$ cat src/rtl/llc_pkg.sv
// llc_pkg: shared LLC address-partition constants, line coordinate type and address composition.
package llc_pkg;
  localparam int ADDR_W = 32;
  localparam int TAG_W = 12;
  localparam int INDEX_W = 14;
  localparam int OFFSET_W = 6;
  localparam int LINE_BYTES = 64;
  typedef struct packed {
    logic [TAG_W-1:0]   tag;
    logic [INDEX_W-1:0] index;
  } llc_line_t;
  typedef enum logic {IDLE, BURST} wb_state_e;
  function automatic logic [ADDR_W-1:0] compose_line_addr(llc_line_t l);
    return {l.tag, l.index, {OFFSET_W{1'b0}}};
  endfunction
endpackage

$ cat src/rtl/llc_writeback_issuer_if.sv
// llc_writeback_issuer_if: eviction-request input and write-burst output handshakes.
interface llc_writeback_issuer_if import llc_pkg::*; #(
    parameter int DEPTH      = 4,
    parameter int BEAT_BYTES = 8
);
    localparam int BEATS  = LINE_BYTES / BEAT_BYTES;
    localparam int BEAT_W = BEATS > 1 ? $clog2(BEATS) : 1;
    localparam int CNT_W  = $clog2(DEPTH + 1);
    logic               in_valid;
    logic               in_ready;
    logic [TAG_W-1:0]   in_tag;
    logic [INDEX_W-1:0] in_index;
    logic               out_valid;
    logic               out_ready;
    logic [ADDR_W-1:0]  out_addr;
    logic [BEAT_W-1:0]  out_beat;
    logic               out_last;
    logic [CNT_W-1:0]   count;
    modport master (output in_valid, in_tag, in_index, out_ready,
                    input in_ready, out_valid, out_addr, out_beat, out_last, count);
    modport slave  (input in_valid, in_tag, in_index, out_ready,
                    output in_ready, out_valid, out_addr, out_beat, out_last, count);
endinterface

$ cat src/rtl/llc_writeback_issuer_wb_fifo.sv
// wb_fifo: synchronous FIFO of victim line coordinates with occupancy count.
module wb_fifo import llc_pkg::*; #(
    parameter int DEPTH = 4
) (
    input  logic                         clk,
    input  logic                         rst_n,
    input  logic                         push_i,
    input  llc_line_t                    wdata_i,
    input  logic                         pop_i,
    output llc_line_t                    rdata_o,
    output logic [$clog2(DEPTH+1)-1:0]   count_o,
    output logic                         full_o,
    output logic                         empty_o
);
    localparam int PW = $clog2(DEPTH);
    localparam int CW = $clog2(DEPTH + 1);
    llc_line_t         mem_q [DEPTH];
    logic [PW-1:0]     wr_q, rd_q;
    logic [CW-1:0]     cnt_q, cnt_d;
    always_comb cnt_d = cnt_q + CW'(push_i) - CW'(pop_i);
    always_ff @(posedge clk or negedge rst_n) begin
        if (!rst_n) begin
            wr_q  <= '0;
            rd_q  <= '0;
            cnt_q <= '0;
        end else begin
            if (push_i) wr_q <= wr_q + 1'b1;
            if (pop_i) rd_q <= rd_q + 1'b1;
            cnt_q <= cnt_d;
        end
    end
    // Storage needs no reset: entries are only visible while count is nonzero.
    always_ff @(posedge clk) begin
        if (push_i) mem_q[wr_q] <= wdata_i;
    end
    assign rdata_o = mem_q[rd_q];
    assign count_o = cnt_q;
    assign full_o  = cnt_q == CW'(DEPTH);
    assign empty_o = cnt_q == '0;
endmodule

$ cat src/rtl/llc_writeback_issuer.sv
// llc_writeback_issuer: buffers evicted dirty lines and issues each as a multi-beat write burst.
module llc_writeback_issuer import llc_pkg::*; #(
    parameter int DEPTH      = 4,
    parameter int BEAT_BYTES = 8
) (
    input  logic                   clk,
    input  logic                   rst_n,
    llc_writeback_issuer_if.slave  bus
);
    localparam int BEATS  = LINE_BYTES / BEAT_BYTES;
    localparam int BEAT_W = BEATS > 1 ? $clog2(BEATS) : 1;
    localparam int SH     = $clog2(BEAT_BYTES);
    logic              full, empty, push, pop, last;
    llc_line_t         wdata, head;
    wb_state_e         state;
    logic [BEAT_W-1:0] beat_q, beat_d;
    // Burst state is implied by occupancy rather than held in its own register.
    assign state = empty ? IDLE : BURST;
    assign last  = beat_q == BEAT_W'(BEATS - 1);
    assign push  = bus.in_valid && !full;
    assign pop   = state == BURST && bus.out_ready && last;
    assign wdata = '{tag: bus.in_tag, index: bus.in_index};
    always_comb beat_d = (state == BURST && bus.out_ready) ? (last ? '0 : beat_q + 1'b1) : beat_q;
    always_ff @(posedge clk or negedge rst_n) begin
        if (!rst_n) beat_q <= '0;
        else beat_q <= beat_d;
    end
    wb_fifo #(.DEPTH(DEPTH)) u_fifo (
        .clk     (clk),
        .rst_n   (rst_n),
        .push_i  (push),
        .wdata_i (wdata),
        .pop_i   (pop),
        .rdata_o (head),
        .count_o (bus.count),
        .full_o  (full),
        .empty_o (empty)
    );
    assign bus.in_ready  = !full;
    assign bus.out_valid = state == BURST;
    assign bus.out_beat  = beat_q;
    assign bus.out_last  = last;
    // Beat offset stays below the line size, so OR-ing it in never carries into the index.
    assign bus.out_addr  = state == BURST
                         ? compose_line_addr(head) | ADDR_W'(OFFSET_W'(beat_q) << SH) : '0;
endmodule

$ cat src/flat_wrapper.sv
// flat-port wrapper written by rule: the top's interface ports become plain ports
module llc_writeback_issuer_flat import llc_pkg::*;
#(
    parameter int DEPTH      = 4,
    parameter int BEAT_BYTES = 8
)
  (clk, rst_n, bus_in_valid, bus_in_tag, bus_in_index, bus_out_ready, bus_in_ready, bus_out_valid, bus_out_addr, bus_out_beat, bus_out_last, bus_count);
  llc_writeback_issuer_if #(.DEPTH(DEPTH), .BEAT_BYTES(BEAT_BYTES)) bus_i ();
  input  logic clk;
  input  logic rst_n;
  input wire logic [$bits(bus_i.in_valid)-1:0] bus_in_valid;
  input wire logic [$bits(bus_i.in_tag)-1:0] bus_in_tag;
  input wire logic [$bits(bus_i.in_index)-1:0] bus_in_index;
  input wire logic [$bits(bus_i.out_ready)-1:0] bus_out_ready;
  output wire logic [$bits(bus_i.in_ready)-1:0] bus_in_ready;
  output wire logic [$bits(bus_i.out_valid)-1:0] bus_out_valid;
  output wire logic [$bits(bus_i.out_addr)-1:0] bus_out_addr;
  output wire logic [$bits(bus_i.out_beat)-1:0] bus_out_beat;
  output wire logic [$bits(bus_i.out_last)-1:0] bus_out_last;
  output wire logic [$bits(bus_i.count)-1:0] bus_count;
  assign bus_i.in_valid = bus_in_valid;
  assign bus_i.in_tag = bus_in_tag;
  assign bus_i.in_index = bus_in_index;
  assign bus_i.out_ready = bus_out_ready;
  assign bus_in_ready = bus_i.in_ready;
  assign bus_out_valid = bus_i.out_valid;
  assign bus_out_addr = bus_i.out_addr;
  assign bus_out_beat = bus_i.out_beat;
  assign bus_out_last = bus_i.out_last;
  assign bus_count = bus_i.count;
  llc_writeback_issuer #(.DEPTH(DEPTH), .BEAT_BYTES(BEAT_BYTES)) u_core (.clk(clk), .rst_n(rst_n), .bus(bus_i));
endmodule
$ cat config.mk
export PLATFORM = sky130hd
export DESIGN_NAME = llc_writeback_issuer_flat
export DESIGN_NICKNAME = d
export VERILOG_FILES = /design/src/rtl/llc_pkg.sv /design/src/rtl/llc_writeback_issuer_if.sv /design/src/rtl/llc_writeback_issuer_wb_fifo.sv /design/src/rtl/llc_writeback_issuer.sv /design/src/flat_wrapper.sv
export SDC_FILE = /design/constraint.sdc
export NUM_CORES = 1
export LEC_CHECK = 0
export CORE_MARGIN = 10
export CORE_UTILIZATION = 30
export CTS_CLUSTER_SIZE = 14
export DETAILED_ROUTE_END_ITERATION = 12
export SYNTH_ARGS = -nofsm -noshare
export SYNTH_HDL_FRONTEND = slang
export SYNTH_SLANG_ARGS = --single-unit
$ cat constraint.sdc
create_clock -name clk -period 2.6 [get_ports clk]
set_input_delay 0.52 -clock clk [delete_from_list [all_inputs] [get_ports clk]]
set_output_delay 0.52 -clock clk [all_outputs]
set_load 0.1 [all_outputs]
**Yosys cells after proc, flatten, opt, wreduce, memory -nomap -nowiden**

Memory sizes are Yosys's and may differ from the RTL's.
Index checks and enable logic that the tools add are counted.

- Bitwise logic cells: 1
- Reductions and logical operators: 5
- Eq/ne operators: 2
- Add/subtract/negate cells: 5
- Multiplexer cells: 5

Operators by type and width:

| operator | count |
|---|---|
| $mux 32 | 1 |
| $or 32x6->32 | 1 |
| $eq 3x3->1 const B | 2 |
| $add 2x1->2 const B | 2 |
| $add 3x1->3 | 1 |
| $add 3x1->3 const B | 1 |
| $logic_and 1x1->1 | 3 |
| $logic_not 3->1 | 1 |
| $mux 1 | 3 |
| $mux 3 | 1 |
| $sub 3x1->3 | 1 |
| $logic_not 1->1 | 1 |

- Output and inout port bits: 41
- Memory bits (writable): 104
- Register bits after elaboration: 10
- Memories kept: 1
- Word-level logic and storage cells: 23

Memories:

| memory | depth | bits a word | read ports | clocked after Yosys merged registers in | write ports | RTL line | source |
|---|---|---|---|---|---|---|---|
| u_core.u_fifo.mem_q | 4 | 26 | 1 | 0 | 1 | llc_writeback_issuer_wb_fifo.sv:17 | `llc_line_t mem_q [DEPTH];` |

**Longest topological paths before layout**

- Depth in word-level cells: 5
- Depth in mapped cells: 10
- Gate-level depth less buffers: 10

**Modules after synthesis**

From an unflattened synthesis, not the netlist that was laid out.

- Cell total of the unflattened synthesis: 221
- Area, all modules: 4,601.9 µm²

By module, submodules not included:

| module | times used | cells each | sequential area each (µm²) | area an instance (µm²) |
|---|---|---|---|---|
| wb_fifo | 1 | 170 | 3,298.2 | 4,190.3 |
| llc_writeback_issuer | 1 | 51 | 75.1 | 411.6 |

**Least setup slack after synthesis**

OpenSTA, ideal clock, no wires.

- Kind: register to register
- Start: register u_core.beat_q[0] (netlist: u_core.bus.out_beat[0])
- End: register u_core.u_fifo.cnt_q[2] (netlist: u_core.u_fifo.count_o[2])
- Data arrival time: 3.490 ns
- Setup slack: -1.050 ns
- Stages on the path, launching flop included: 11
- Data required time: 2.441 ns
- Period minus slack after synthesis: 3.650 ns
- Buffers on the path: 0
- Cell sequence: dfrtp_1 > ha_1 > ha_1 > and3_1 > ha_1 > inv_1 > ha_1 > inv_1 > fa_1 > xnor2_1 > xnor2_1

- Longest elaborated chain between the ends: 3

RTL lines:

| what | RTL line | source |
|---|---|---|
| start: declaration | llc_writeback_issuer.sv:16 | `logic [BEAT_W-1:0] beat_q, beat_d;` |
| start signal: assignment | llc_writeback_issuer.sv:26 | `else beat_q <= beat_d;` |
| $eq 3x3->1 | llc_writeback_issuer.sv:19 | `assign last = beat_q == BEAT_W'(BEATS - 1);` |
| named net bus_out_last | flat_wrapper.sv:19 | `output wire logic [$bits(bus_i.out_last)-1:0] bus_out_last;` |
| $logic_and 1x1->1 | llc_writeback_issuer.sv:21 | `assign pop = state == BURST && bus.out_ready && last;` |
| named net u_core.pop | llc_writeback_issuer.sv:13 | `logic full, empty, push, pop, last;` |
| $sub 3x1->3 | llc_writeback_issuer_wb_fifo.sv:20 | `always_comb cnt_d = cnt_q + CW'(push_i) - CW'(pop_i);` |
| named net u_core.u_fifo.cnt_d[2] | llc_writeback_issuer_wb_fifo.sv:19 | `logic [CW-1:0] cnt_q, cnt_d;` |
| end signal: assignment | llc_writeback_issuer_wb_fifo.sv:29 | `cnt_q <= cnt_d;` |
| end: declaration | llc_writeback_issuer_wb_fifo.sv:19 |  |

The timed path passes the listed nets, and every way through them passes these cells.
A chain may end at the register's enable or synchronous reset.

**Worst setup path in the final report**

- Start: register u_core.u_fifo.rd_q[0]
- End: output port bus_out_addr[17]

- Longest elaborated chain between the ends: 3

RTL lines:

| what | RTL line | source |
|---|---|---|
| start: declaration | llc_writeback_issuer_wb_fifo.sv:18 | `logic [PW-1:0] wr_q, rd_q;` |
| start signal: assignment | llc_writeback_issuer_wb_fifo.sv:28 | `if (pop_i) rd_q <= rd_q + 1'b1;` |
| $mem_v2 4x26 | n/a |  |
| $or 32x6->32 | llc_writeback_issuer.sv:45 | `? compose_line_addr(head) \| ADDR_W'(OFFSET_W'(beat_q) << SH) : '0;` |
| $mux 32 | llc_writeback_issuer.sv:45 |  |
| end: declaration | flat_wrapper.sv:17 | `output wire logic [$bits(bus_i.out_addr)-1:0] bus_out_addr;` |

Every way passes these cells.

==> flow_summary_export.csv <==
group,metric,value,unit
timing,max_freq,407,MHz
grt,grt_max_degree,32,
drt,dr.pass1.iters,4,
setup_path,max_stage_delay,530,ps
timing,finalWorstSetupSlack,145,ps
drt,via_count,2240,
drt,drc,0,
floorplanning,num_rows,44,
placement,preCtsSetupSlack,143,ps
floorplanning,coreArea,0.0147,sq mm
clock_network,worst_skew_pair.late_latency,400,ps
grt,grt_pass1_wl,14400,um
logic_synthesis,synth_warnings,0,
grt,grt_pass1_vias,2490,
logic_synthesis,syn_avg_cell_area,20.7,sq um
logic_synthesis,seq_area_frac_synth,0.742,
clock_network,cts-root-buf,"clkbuf_16",
timing,rsz0062_at_grt,"no",
logic_synthesis,ys_ff_latch,114,
timing,skew,7.08,ps
drt,drt_first_iter_violations,122,
clock_network,cts.sinks,114,
timing,tightestPinTransition,632,ps
grt,overflow,0,
placement,dp_hpwl,6010,um
clock_network,htreeDepth,4,
floorplanning,die_h,143,um
logic_synthesis,yosys.area.top_type,"edfxtp_1",
floorplanning,io_pins,71,
clock_network,cts_buffers,17,
setup_path,critical_path_class,"reg -> out",
drt,routed_via_density,4.47,
clock_network,cts_hold_buf,0,
logic_synthesis,synthesis.instances,219,
setup_path,path_cells,"buf_4, mux4_2, and2_2, buf_12",
setup_path,slowest_stage,"mux4_2",
logic_synthesis,synth_area_leaders,"edfxtp_1 (69%), mux4_2 (13%), dfrtp_1 (5.5%)",
placement,gp_congestion,0.718,
status,status,"finished, final reports clean",
clock_network,postCtsSetupBuffers,0,
drt,wl,9210,um
timing,finalHoldViolCount,0,
setup_path,critPathMaxFanout,8,
final_layout,nFillCells,1264,
clock_network,cts_tree,"done",
drt,post_drt_wl_per_cell,18.4,um
clock_network,clkSlewWorstSetupHoldPaths,50,ps
floorplanning,die_area,0.0205,sq mm
logic_synthesis,synth_top_area_frac,0.687,
final_layout,antennaDiodeCount,0,
final_layout,fin_nets,343,
clock_network,cts-root-to-sink-buffers,2,
hold_path,hp-class,"in -> async",
final_layout,final_layout_size_suffix_gt1_frac,0.423,
timing,slew_headroom,0.575,
final_layout,multi_input_area,0.00114,sq mm
setup_path,cp.arrival,1940,ps
setup_path,cp-start-kind,"register",
logic_synthesis,synth_area,0.00454,sq mm
placement,port_buffers,67,
final_layout,regArea,0.00339,sq mm
floorplanning,start_util,0.309,
timing,period_share,0.944,
setup_path,reg2reg_depth,10,
setup_path,crit_required,2080,ps
floorplanning,die-width,143,um
logic_synthesis,synth_cell_type_count,28,
grt,antenna_found_initial,0,
setup_path,endpoint_kind,"output pin",
clock_network,post_cts_resized,0,
final_layout,syn_to_final_growth,41.9,%
job,max_cap_viol_count,0,
grt,grt_usage,0.0958,
timing,fin_crit,2460,ps
timing,setup_viol,0,
timing,slew_violations,0,
drt,postRouteAntennaNets,0,
per-stage QoR:
stage	area [sq um]	utilization	cells	setup TNS, ps	hold WS, ps
after floorplan	4640	-	221	-20.5	224
after global placement	5860	0.399	469	0	529
after detailed placement	5860	0.399	469	0	559
after CTS	6440	0.438	501	0	454
after global routing	6440	0.438	501	0	481
final	6440	0.438	501	0	444
area by class of cell:
cell class                      instances  share of cell area
Clock buffer                           20              0.0678
Clock inverter                         12              0.0217
Inverter                                6             0.00349
Multi-Input combinational cell         89               0.176
Sequential cell                       114               0.527
Tap cell                              184              0.0357
Timing Repair Buffer                   76               0.168
state kept, by name, indices dropped and copies added, names as in the netlist:
| signal | flops |
|---|---|
| u_core.u_fifo.count_o | 3 |
| u_core.u_fifo.wr_q | 2 |
| u_core.bus.out_beat | 3 |
| u_core.u_fifo.rd_q | 2 |
| u_core.u_fifo.mem_q | 104 |
final timing paths:
check / start / end / slack, ps
hold reg to reg: u_core.u_fifo.count_o[2]$_DFF_PN0_ / u_core.u_fifo.count_o[2]$_DFF_PN0_ / 560
setup reg to reg: u_core.u_fifo.count_o[0]$_DFF_PN0_ / u_core.u_fifo.count_o[2]$_DFF_PN0_ / 310
max in group asynchronous: rst_n / u_core.bus.out_beat[0]$_DFFE_PN0N_ / 1800
setup / recovery: u_core.u_fifo.rd_q[0]$_DFFE_PN0P_ / bus_out_addr[17] / 140
min in group clk: u_core.u_fifo.count_o[2]$_DFF_PN0_ / u_core.u_fifo.count_o[2]$_DFF_PN0_ / 560
hold / removal: rst_n / u_core.bus.out_beat[1]$_DFFE_PN0N_ / 440
per-layer routing:
metal / vias up / share of wire / global-route usage
met1: 1146 / 0.42 / 0.106
li1: 1029 / - / -
met4: 0 / 0.012 / 0.0358
met2: 55 / 0.52 / 0.163
met3: 10 / 0.047 / 0.0371
met5: - / 0 / 0
synthesized netlist by cell type (all sizes together):
| library cell | instances |
|---|---|
| o21ai | 1 |
| edfxtp | 104 |
| nand2b | 1 |
| mux2 | 2 |
| fa | 1 |
| mux4 | 26 |
| xor2 | 1 |
| or3b | 1 |
| buf | 9 |
| a21o | 1 |
| ha | 8 |
| clkbuf | 3 |
| and3 | 5 |
| and2 | 30 |
| inv | 6 |
| or3 | 1 |
| conb | 1 |
| xnor2 | 4 |
| nor3 | 1 |
| nand4 | 1 |
| o31ai | 1 |
| nand2 | 1 |
| dfrtp | 10 |
critical path, delay by kind of cell, from the launching register on:
kind                   cells  cell delay (ps)
buffers and inverters      2              390
flip-flops                 1              380
AND/OR/NAND/NOR            1              240
multiplexers               1              530
logic make-up (layout without fill, tap and decap cells):
kind of cell	Yosys count	after routing	share of synthesized area
other	1	3	0.000825
buffers and inverters	18	114	0.0231
XOR/XNOR	5	5	0.00964
multiplexers	28	28	0.135
flip-flops	114	114	0.742
adder cells (fa/ha/maj)	9	9	0.0264
AO/OA/AOI/OAI	3	3	0.00441
AND/OR/NAND/NOR	41	41	0.0584
cells in the final DEF, fill, tap and decap left out, types with 2 or more instances in the layout:
cell type        instances
edfxtp_1               104
buf_12                  35
clkdlybuf4s50_1         29
mux4_2                  26
and2_1                  20
clkbuf_16               17
buf_4                   11
and2_2                   9
clkinv_2                 6
ha_1                     5
dfrtp_4                  5
and3_2                   4
inv_2                    3
xnor2_1                  3
inv_1                    3
ha_4                     3
conb_1                   3
clkbuf_1                 3
bufinv_16                3
dfrtp_1                  3
dfrtp_2                  2
Power is not shown: default switching activity piles up to over one toggle a cycle in this logic, so the estimate is an artifact.
